==> src/rtl/vid_out_16b_axis.sv <==
// AXI4-Stream (tuser = SOF, tlast = EOL) to parallel video bridge.
// A small pixel FIFO absorbs stream bursts; pops are paced by the external timing generator.
module vid_out_16b_axis #(
   parameter int DATA_WIDTH = 16,
   parameter int FIFO_DEPTH = 32
) (
   input  logic                    vclk,
   input  logic                    reset,
   input  logic [DATA_WIDTH-1:0]   s_axis_tdata,
   input  logic [DATA_WIDTH/8-1:0] s_axis_tkeep,
   input  logic                    s_axis_tvalid,
   output logic                    s_axis_tready,
   input  logic                    s_axis_tuser,
   input  logic                    s_axis_tlast,
   input  logic                    vtg_vblank,
   input  logic                    vtg_vsync,
   input  logic                    vtg_hblank,
   input  logic                    vtg_hsync,
   input  logic                    vtg_active_video,
   output logic                    vtg_ce,
   output logic                    vid_vblank,
   output logic                    vid_vsync,
   output logic                    vid_hblank,
   output logic                    vid_hsync,
   output logic                    vid_active_video,
   output logic [DATA_WIDTH-1:0]   vid_data,
   output logic                    locked,
   output logic                    underflow,
   output logic                    overflow,
   output logic                    align_err
);
   localparam int AW = $clog2(FIFO_DEPTH);
   localparam int EW = DATA_WIDTH + 2;
   localparam logic [AW:0]   DEPTH_CNT = (AW+1)'(FIFO_DEPTH);
   localparam logic [AW:0]   CNT_ONE   = (AW+1)'(1);
   localparam logic [AW-1:0] PTR_ONE   = AW'(1);

   typedef enum logic [1:0] {
      WAIT_SOF   = 2'd0,
      WAIT_FRAME = 2'd1,
      LOCKED     = 2'd2
   } state_t;

   state_t                state_r;
   logic                  run_r;
   logic [EW-1:0]         mem_r [FIFO_DEPTH];
   logic [AW-1:0]         wr_ptr_r, rd_ptr_r;
   logic [AW:0]           count_r;
   logic                  seen_vblank_r, vb_since_act_r, prev_active_r, last_tlast_r;
   logic                  vblank_r, vsync_r, hblank_r, hsync_r, active_r;
   logic [DATA_WIDTH-1:0] vid_data_r;
   logic                  locked_r, underflow_r, overflow_r, align_err_r;

   logic                  full_s, empty_s, tready_s, wr_req_s, wr_s, rd_s, ovf_s, flush_s;
   logic                  underflow_s, align_err_s, tlast_err_s, tuser_err_s, first_px_s;
   logic [EW-1:0]         head_s;
   logic                  unused_tkeep_s;

   assign unused_tkeep_s = ^s_axis_tkeep;

   // FIFO status, handshake and error decode for the current cycle
   always_comb begin
      full_s      = (count_r == DEPTH_CNT);
      empty_s     = (count_r == {(AW+1){1'b0}});
      head_s      = mem_r[rd_ptr_r];
      first_px_s  = vtg_active_video & vb_since_act_r;
      tready_s    = 1'b0;
      rd_s        = 1'b0;
      tlast_err_s = 1'b0;
      case (state_r)
         WAIT_SOF:           tready_s = run_r;
         WAIT_FRAME, LOCKED: tready_s = run_r & ~full_s;
         default:            tready_s = 1'b0;
      endcase
      underflow_s = (state_r == LOCKED) & vtg_active_video & empty_s;
      // tlast is checked one cycle late against where the line really ended
      if (vtg_active_video) begin
         tlast_err_s = prev_active_r & last_tlast_r;
      end else begin
         tlast_err_s = prev_active_r & ~last_tlast_r;
      end
      tuser_err_s = vtg_active_video & ~empty_s & head_s[EW-1] & ~first_px_s;
      align_err_s = (state_r == LOCKED) & ~underflow_s & (tlast_err_s | tuser_err_s);
      flush_s     = underflow_s | align_err_s;
      case (state_r)
         WAIT_FRAME: rd_s = vtg_active_video & seen_vblank_r & ~empty_s;
         LOCKED:     rd_s = vtg_active_video & ~empty_s & ~align_err_s;
         default:    rd_s = 1'b0;
      endcase
      wr_req_s = s_axis_tvalid & tready_s & ((state_r != WAIT_SOF) | s_axis_tuser);
      ovf_s    = wr_req_s & full_s & ~rd_s;
      wr_s     = wr_req_s & ~ovf_s & ~flush_s;
   end

   // FIFO storage, no reset needed: pointers define validity
   always_ff @(posedge vclk) begin
      if (wr_s) begin
         mem_r[wr_ptr_r] <= {s_axis_tuser, s_axis_tlast, s_axis_tdata};
      end
   end

   // FIFO pointers and occupancy; any error flushes so resync starts clean
   always_ff @(posedge vclk) begin
      if (reset || flush_s) begin
         wr_ptr_r <= {AW{1'b0}};
         rd_ptr_r <= {AW{1'b0}};
         count_r  <= {(AW+1){1'b0}};
      end else begin
         if (wr_s) wr_ptr_r <= wr_ptr_r + PTR_ONE;
         if (rd_s) rd_ptr_r <= rd_ptr_r + PTR_ONE;
         case ({wr_s, rd_s})
            2'b10:   count_r <= count_r + CNT_ONE;
            2'b01:   count_r <= count_r - CNT_ONE;
            default: count_r <= count_r;
         endcase
      end
   end

   // Alignment FSM with the registered video output stage
   always_ff @(posedge vclk) begin
      if (reset) begin
         state_r        <= WAIT_SOF;
         run_r          <= 1'b0;
         seen_vblank_r  <= 1'b0;
         vb_since_act_r <= 1'b0;
         prev_active_r  <= 1'b0;
         last_tlast_r   <= 1'b0;
         vblank_r       <= 1'b0;
         vsync_r        <= 1'b0;
         hblank_r       <= 1'b0;
         hsync_r        <= 1'b0;
         active_r       <= 1'b0;
         vid_data_r     <= {DATA_WIDTH{1'b0}};
         locked_r       <= 1'b0;
         underflow_r    <= 1'b0;
         overflow_r     <= 1'b0;
         align_err_r    <= 1'b0;
      end else begin
         run_r          <= 1'b1;
         vblank_r       <= vtg_vblank;
         vsync_r        <= vtg_vsync;
         hblank_r       <= vtg_hblank;
         hsync_r        <= vtg_hsync;
         active_r       <= vtg_active_video;
         prev_active_r  <= vtg_active_video;
         vb_since_act_r <= vtg_vblank | (vb_since_act_r & ~vtg_active_video);
         underflow_r    <= underflow_s;
         align_err_r    <= align_err_s;
         overflow_r     <= ovf_s;
         vid_data_r     <= rd_s ? head_s[DATA_WIDTH-1:0] : {DATA_WIDTH{1'b0}};
         if (rd_s) last_tlast_r <= head_s[DATA_WIDTH];
         case (state_r)
            WAIT_SOF: begin
               seen_vblank_r <= 1'b0;
               locked_r      <= 1'b0;
               if (s_axis_tvalid && s_axis_tuser) state_r <= WAIT_FRAME;
            end
            WAIT_FRAME: begin
               if (rd_s) begin
                  state_r  <= LOCKED;
                  locked_r <= 1'b1;
               end else begin
                  seen_vblank_r <= seen_vblank_r | vtg_vblank;
                  locked_r      <= 1'b0;
               end
            end
            LOCKED: begin
               if (flush_s) begin
                  state_r  <= WAIT_SOF;
                  locked_r <= 1'b0;
               end else begin
                  locked_r <= 1'b1;
               end
            end
            default: begin
               state_r  <= WAIT_SOF;
               locked_r <= 1'b0;
            end
         endcase
      end
   end

   assign s_axis_tready    = tready_s;
   assign vtg_ce           = run_r;
   assign vid_vblank       = vblank_r;
   assign vid_vsync        = vsync_r;
   assign vid_hblank       = hblank_r;
   assign vid_hsync        = hsync_r;
   assign vid_active_video = active_r;
   assign vid_data         = vid_data_r;
   assign locked           = locked_r;
   assign underflow        = underflow_r;
   assign overflow         = overflow_r;
   assign align_err        = align_err_r;
endmodule
==> config.mk <==
export PLATFORM = sky130hd
export DESIGN_NAME = vid_out_16b_axis
export DESIGN_NICKNAME = d
export VERILOG_FILES = /design/src/rtl/vid_out_16b_axis.sv
export SDC_FILE = /design/constraint.sdc
export NUM_CORES = 1
export LEC_CHECK = 0
export ABC_AREA = 1
export BUFFER_PORTS_ARGS = -buffer_cell sky130_fd_sc_hd__buf_2
export CORE_UTILIZATION = 29
export CTS_BUF_LIST = sky130_fd_sc_hd__clkbuf_2 sky130_fd_sc_hd__clkbuf_4 sky130_fd_sc_hd__clkbuf_8
export DETAILED_ROUTE_END_ITERATION = 8
export PLACE_DENSITY = 0.48
export REMOVE_ABC_BUFFERS = 1
export SYNTH_ARGS = -nofsm -noshare
export SYNTH_HDL_FRONTEND = slang
export SYNTH_SLANG_ARGS = --single-unit
==> constraint.sdc <==
create_clock -name vclk -period 4.1 [get_ports vclk]
set_input_delay 1.025 -clock vclk [delete_from_list [all_inputs] [get_ports vclk]]
set_output_delay 1.025 -clock vclk [all_outputs]
set_load 0.02 [all_outputs]
Word level (Yosys, flattened, before mapping)
Memories as Yosys holds them, arrays and structs flattened. A register that Yosys moved wholly into a read port is not among the register bits.
Index checks and enable logic that the tools add are counted.
Widths: inputs -> output; s select.
{"block": "word_totals", "out_inout_bits": 27, "mem_count": 1, "reg_bits": 47, "mem_bits_rw": 576, "in_bits": 28, "wordCells": 97}
{"name": "mem_r", "depth": 32, "word_bits": 18, "read_ports": 1, "rd_clocked_by_memory_dff": 1, "write_ports": 1, "line_no": "46", "rtl": "logic [EW-1:0] mem_r [FIFO_DEPTH];"}
{"block": "classes", "eq_ne": 9, "n_reduce_logical": 11, "n_addsub": 4, "muxes": 18, "bitwise": 36}
{"cell": "$and 1x1->1", "n": 21}
{"cell": "$pmux 6 s2", "n": 1}
{"cell": "$add 5x1->5 const B", "n": 2}
{"cell": "$mux 5", "n": 2}
{"cell": "$not 1->1", "n": 10}
{"cell": "$ne 2x2->1 const B", "n": 4}
{"cell": "$pmux 1 s2", "n": 4}
{"cell": "$mux 1", "n": 7}
{"cell": "$add 6x1->6 const B", "n": 1}
{"cell": "$eq 6x6->1 const B", "n": 1}
{"cell": "$logic_not 6->1", "n": 1}
{"cell": "$mux 2", "n": 3}
{"cell": "$pmux 2 s3", "n": 1}
{"cell": "$reduce_bool 2->1", "n": 3}
{"cell": "$sub 6x1->6 const B", "n": 1}
{"cell": "$or 1x1->1", "n": 5}
{"cell": "$eq 2x1->1 const B", "n": 2}
{"cell": "$eq 2x2->1 const B", "n": 2}
{"cell": "$reduce_or 2->1", "n": 2}
{"cell": "$reduce_and 3->1", "n": 1}
{"cell": "$logic_not 2->1", "n": 1}
{"cell": "$reduce_and 2->1", "n": 1}
{"cell": "$logic_and 1x1->1", "n": 1}
{"cell": "$logic_or 1x1->1", "n": 1}

Depth between registers and ports, before layout
{"block": "logic_depth", "word_depth": 17, "depth_mapped": 28, "mapped_depth_nobuf": 26}

Least setup slack after synthesis
No wires, ideal clock.
{"block": "synth_timing", "path_type": "reg-to-reg", "from": "reg state_r[0]", "to": "reg count_r[5]", "synth_period_minus_slack_ns": 3.679, "required_ns": 3.983, "path_buffers": 0, "stages_incl_launch_ff": 21, "setup_slack_ns": 0.421, "t_arrival_ns": 3.562, "setup_ns": 0.117, "cell_sequence": "dfxtp_1 > inv_1 > ha_1 > a21oi_1 > nor3b_1 > nand3_1 > nor2_4 > nand2_4 > ha_1 > ha_1 > a21oi_1 > and2_1 > inv_1 > a21oi_1 > inv_1 > a21oi_1 > inv_1 > a21oi_1 > o21ai_0 > xor2_1 > nor2_1"}
{"block": "synth_via", "word_cells_on_any_way": 30, "classes_between": "eq/ne: 4; mux: 3; bitwise: 18; reduce/logical: 5"}
{"item": "start: declaration", "line_no": "44", "rtl": "state_t state_r;"}
{"item": "start signal: assignment", "line_no": "122", "rtl": "state_r <= WAIT_SOF;"}
{"item": "start signal: assignment", "line_no": "156", "rtl": "if (s_axis_tvalid && s_axis_tuser) state_r <= WAIT_FRAME;"}
{"item": "start signal: assignment", "line_no": "160", "rtl": "state_r <= LOCKED;"}
{"item": "$eq 2x2->1 or $eq 2x1->1 (tied branches)", "line_no": "70", "rtl": "case (state_r)"}
{"item": "$reduce_or 2->1", "line_no": "70"}
{"item": "$pmux 1 s2 *", "line_no": "70"}
{"item": "named net s_axis_tready", "line_no": "12", "rtl": "output logic s_axis_tready,"}
{"item": "$and 1x1->1 * (2 in series)", "line_no": "90", "rtl": "wr_req_s = s_axis_tvalid & tready_s & ((state_r != WAIT_SOF) | s_axis_tuser);"}
{"item": "$and 1x1->1 (2 in series)", "line_no": "91", "rtl": "ovf_s = wr_req_s & full_s & ~rd_s;"}
{"item": "$not 1->1", "line_no": "92", "rtl": "wr_s = wr_req_s & ~ovf_s & ~flush_s;"}
{"item": "$and 1x1->1 * (2 in series)", "line_no": "92"}
{"item": "$eq 2x1->1 or $eq 2x2->1 (tied branches)", "line_no": "111", "rtl": "case ({wr_s, rd_s})"}
{"item": "$pmux 6 s2 or $reduce_bool 2->1 (tied branches)"}
{"item": "end signal: assignment", "line_no": "112", "rtl": "2'b10: count_r <= count_r + CNT_ONE;"}
{"item": "end signal: assignment", "line_no": "113", "rtl": "2'b01: count_r <= count_r - CNT_ONE;"}
{"item": "end signal: assignment", "line_no": "114", "rtl": "default: count_r <= count_r;"}
{"item": "end: declaration", "line_no": "48", "rtl": "logic [AW:0] count_r;"}
Mark *: on every way through the listed nets, which the timed path passes. The rest lies on a longest branch.
A chain may end at the register's enable or synchronous reset.

==> flow_metrics.tcl <==
set metrics [dict create \
    cpMaxStageDelayCell "dfxtp_4" \
    grt_use_met3_pct 2.99 \
    grt_pass1_vias 15886 \
    rsz0062_at_grt "no" \
    grt_use_total_pct 15.4 \
    synth_top_area_cell "edfxtp_1" \
    num_vias 15795 \
    cts_tree "done" \
    dieArea_sq_um 86400 \
    cpPeakStageDelay_ns 0.46 \
    drive_gt1_share_pct 16.3 \
    drc 0 \
    hold_path.class "register to register" \
    cts_made_buffers 100 \
    slew_headroom_pct 22.6 \
    finalCriticalPeriod_ns 3.64 \
    yosysTopAreaCellShare_pct 70.0 \
    initialDrtViolationCount 1113 \
    layout_common_cells "edfxtp_1 (576), nor2_1 (321), o21ai_0 (299)" \
    clk_path_buf_depth 3 \
    min_path_cells 2 \
    cp_top_family "simple AND/OR/NAND/NOR gates" \
    final.setup_skew_ns 0.0385 \
    firstDrtPassIters 6 \
    row_count 106 \
    portBuffers 52 \
    crit_required_ns 4.67 \
    hold-worst-slack_ns 0.471 \
    period_share_pct 88.8 \
    p_per_area_nw_per_um2 447 \
    status "finished clean" \
    routed_wl_um 66600 \
    syn_area_sq_um 24700 \
    crit_path_end_kind "register" \
    setup_viol 0 \
    io_pins 55 \
    synth-edff-count 576 \
    hp-start "vb_since_act_r" \
    finish.utilization_pct 34.1 \
    vias_per_cell 4.86 \
    avgSynthCellArea_sq_um 12.8 \
    top_usage_layer "met2" \
    netlist_instances 1930 \
    cp.depth 26 \
    async_flop_share_pct 0 \
    rr_worst_depth 26 \
    core_area_sq_um 84000 \
    holdBufCountCts 0 \
    synth.area.top_cells "edfxtp_1 (70%), o21ai_0 (6.1%), nor2_1 (5.4%)" \
    gp_congestion 0.744 \
    ant_nets 0 \
    cts_root_buf "clkbuf_8" \
    met2_usage_pct 24.7 \
    grt.overflow.total 0 \
    met1_usage_pct 21.0 \
    start_util_pct 29.5 \
    nets 2077 \
    die-height_um 294 \
    timing.fmax_ghz 0.275 \
    critPathBufInv 4 \
    yosysWarnings 0 \
    clk_pin_slew_ns 0.07 \
    die_width_um 294 \
    routedWlPerCell_um 20.5 \
    slew_violations 0 \
    htree_levels 3 \
    clock_latency_ns 0.70 \
    leakage_nw 9.50 \
    post_synth_num_cell_types 43 \
    crit_type "register to register" \
    worst_pin_slew_ns 1.16 \
    crit_fanout 23 \
    arrival_ns 4.22 \
    ys_ff_latch 628 \
    ys_seq_area_share_pct 74.2 \
    numClockSinks 628 \
    vdd_drop_max_v 0.000211 \
    dp_hpwl_um 36400 \
    antenna_found_initial 1 \
    grt_max_degree 106 \
    grt_pass1_wl_um 99200 \
    finalHoldViolCount 0 \
    cap_viol_max_count 0 \
    areaGrowthSynthToFinish_pct 15.8 \
    ys.flop_type "edfxtp_1" \
    final_common_cell "edfxtp_1" \
    worstSetupStartpointType "register" \
]
what timing repair did:
action                                  in CTS  in global routing
resized for setup                            0                  3
endpoints found under the hold margin        0                  0
endpoints found under the setup margin       0                  1
buffers inserted                             0                  2
per-stage QoR:
stage	instance area (sq um)	power, W	std cells	setup TNS (ns)	worst slack [ns]
finish	28600	0.0128	3253	0	0.457
global route	28600	0.0132	3253	0	0.0441
CTS	28600	0.0129	3250	0	0.343
detailed placement	26500	0.00739	3064	0	0.324
global placement	26500	0.00738	3064	0	0.363
floorplan	24100	0.00725	1805	-2810.15	-4.99
power breakdown:
part           internal, W  switching (W)
Sequential         0.00701      0.0000116
Combinational    0.0000535       0.000183
Clock              0.00303        0.00249
synthesized netlist by cell type (5+ instances only):
library cell	count
clkbuf_1	76
inv_1	41
edfxtp_1	576
dfxtp_1	52
ha_1	14
a21oi_1	47
nor2_1	353
buf_4	9
nand3_1	68
o21ai_0	299
nand2_4	6
buf_2	32
a31oi_1	8
nand2_2	6
nand2_1	132
buf_6	5
xor2_1	6
o21ai_1	42
o22ai_1	66
o221ai_1	62
logic make-up (layout without fill, tap and decap cells):
| logic type | after synthesis | count (layout) | synth area share [%] |
|---|---|---|---|
| XOR/XNOR | 7 | 7 | 0.248 |
| buffers and inverters | 172 | 360 | 3.14 |
| flip-flops | 628 | 628 | 74.2 |
| AND/OR/NAND/NOR | 575 | 575 | 9.46 |
| other | 0 | 1 | 0 |
| adder cells (fa/ha/maj) | 15 | 15 | 0.789 |
| AO/OA/AOI/OAI | 533 | 533 | 12.2 |
layout make-up:
cell class                      instances  area (sq um)
Fill cell                            8194         55300
Clock buffer                          137          1720
Sequential cell                       628         18400
Antenna cell                            1          2.50
Multi-Input combinational cell       1130          5690
Tap cell                             1134          1420
Timing Repair Buffer                  127           877
Inverter                               47           205
Clock inverter                         49           358
registers in the layout (all words and copies together) (netlist names), named ones only:
name              count
vid_data             16
seen_vblank_r         1
vid_active_video      1
vid_hblank            1
underflow             1
mem_r               576
vid_vblank            1
vb_since_act_r        1
wr_ptr_r              5
state_r               2
vtg_ce                1
rd_ptr_r              5
vid_hsync             1
last_tlast_r          1
overflow              1
locked                1
count_r               6
align_err             1
vid_vsync             1
worst paths after layout:
| kind | slack (ns) | to |
|---|---|---|
| max reg2reg | 0.46 | count_r[5] |
| max | 0.46 | count_r[5] |
| min reg2reg | 0.47 | vb_since_act_r |
| min | 0.47 | vb_since_act_r |
worst min-delay path, delay by kind of cell, from the launching register on:
kind	cells	cell delay [ns]
and+or+nand+nor	1	0.06
AOI/OAI and AO/OA	1	0.05
DFF	1	0.31
per-layer routing:
metal / up-vias / wire (um)
met3: 96 / 3640
met5: - / 0
met1: 7942 / 30500
met2: 419 / 31100
li1: 7338 / -
met4: 0 / 1360
Note: power is estimated with default switching activity, not from simulation.
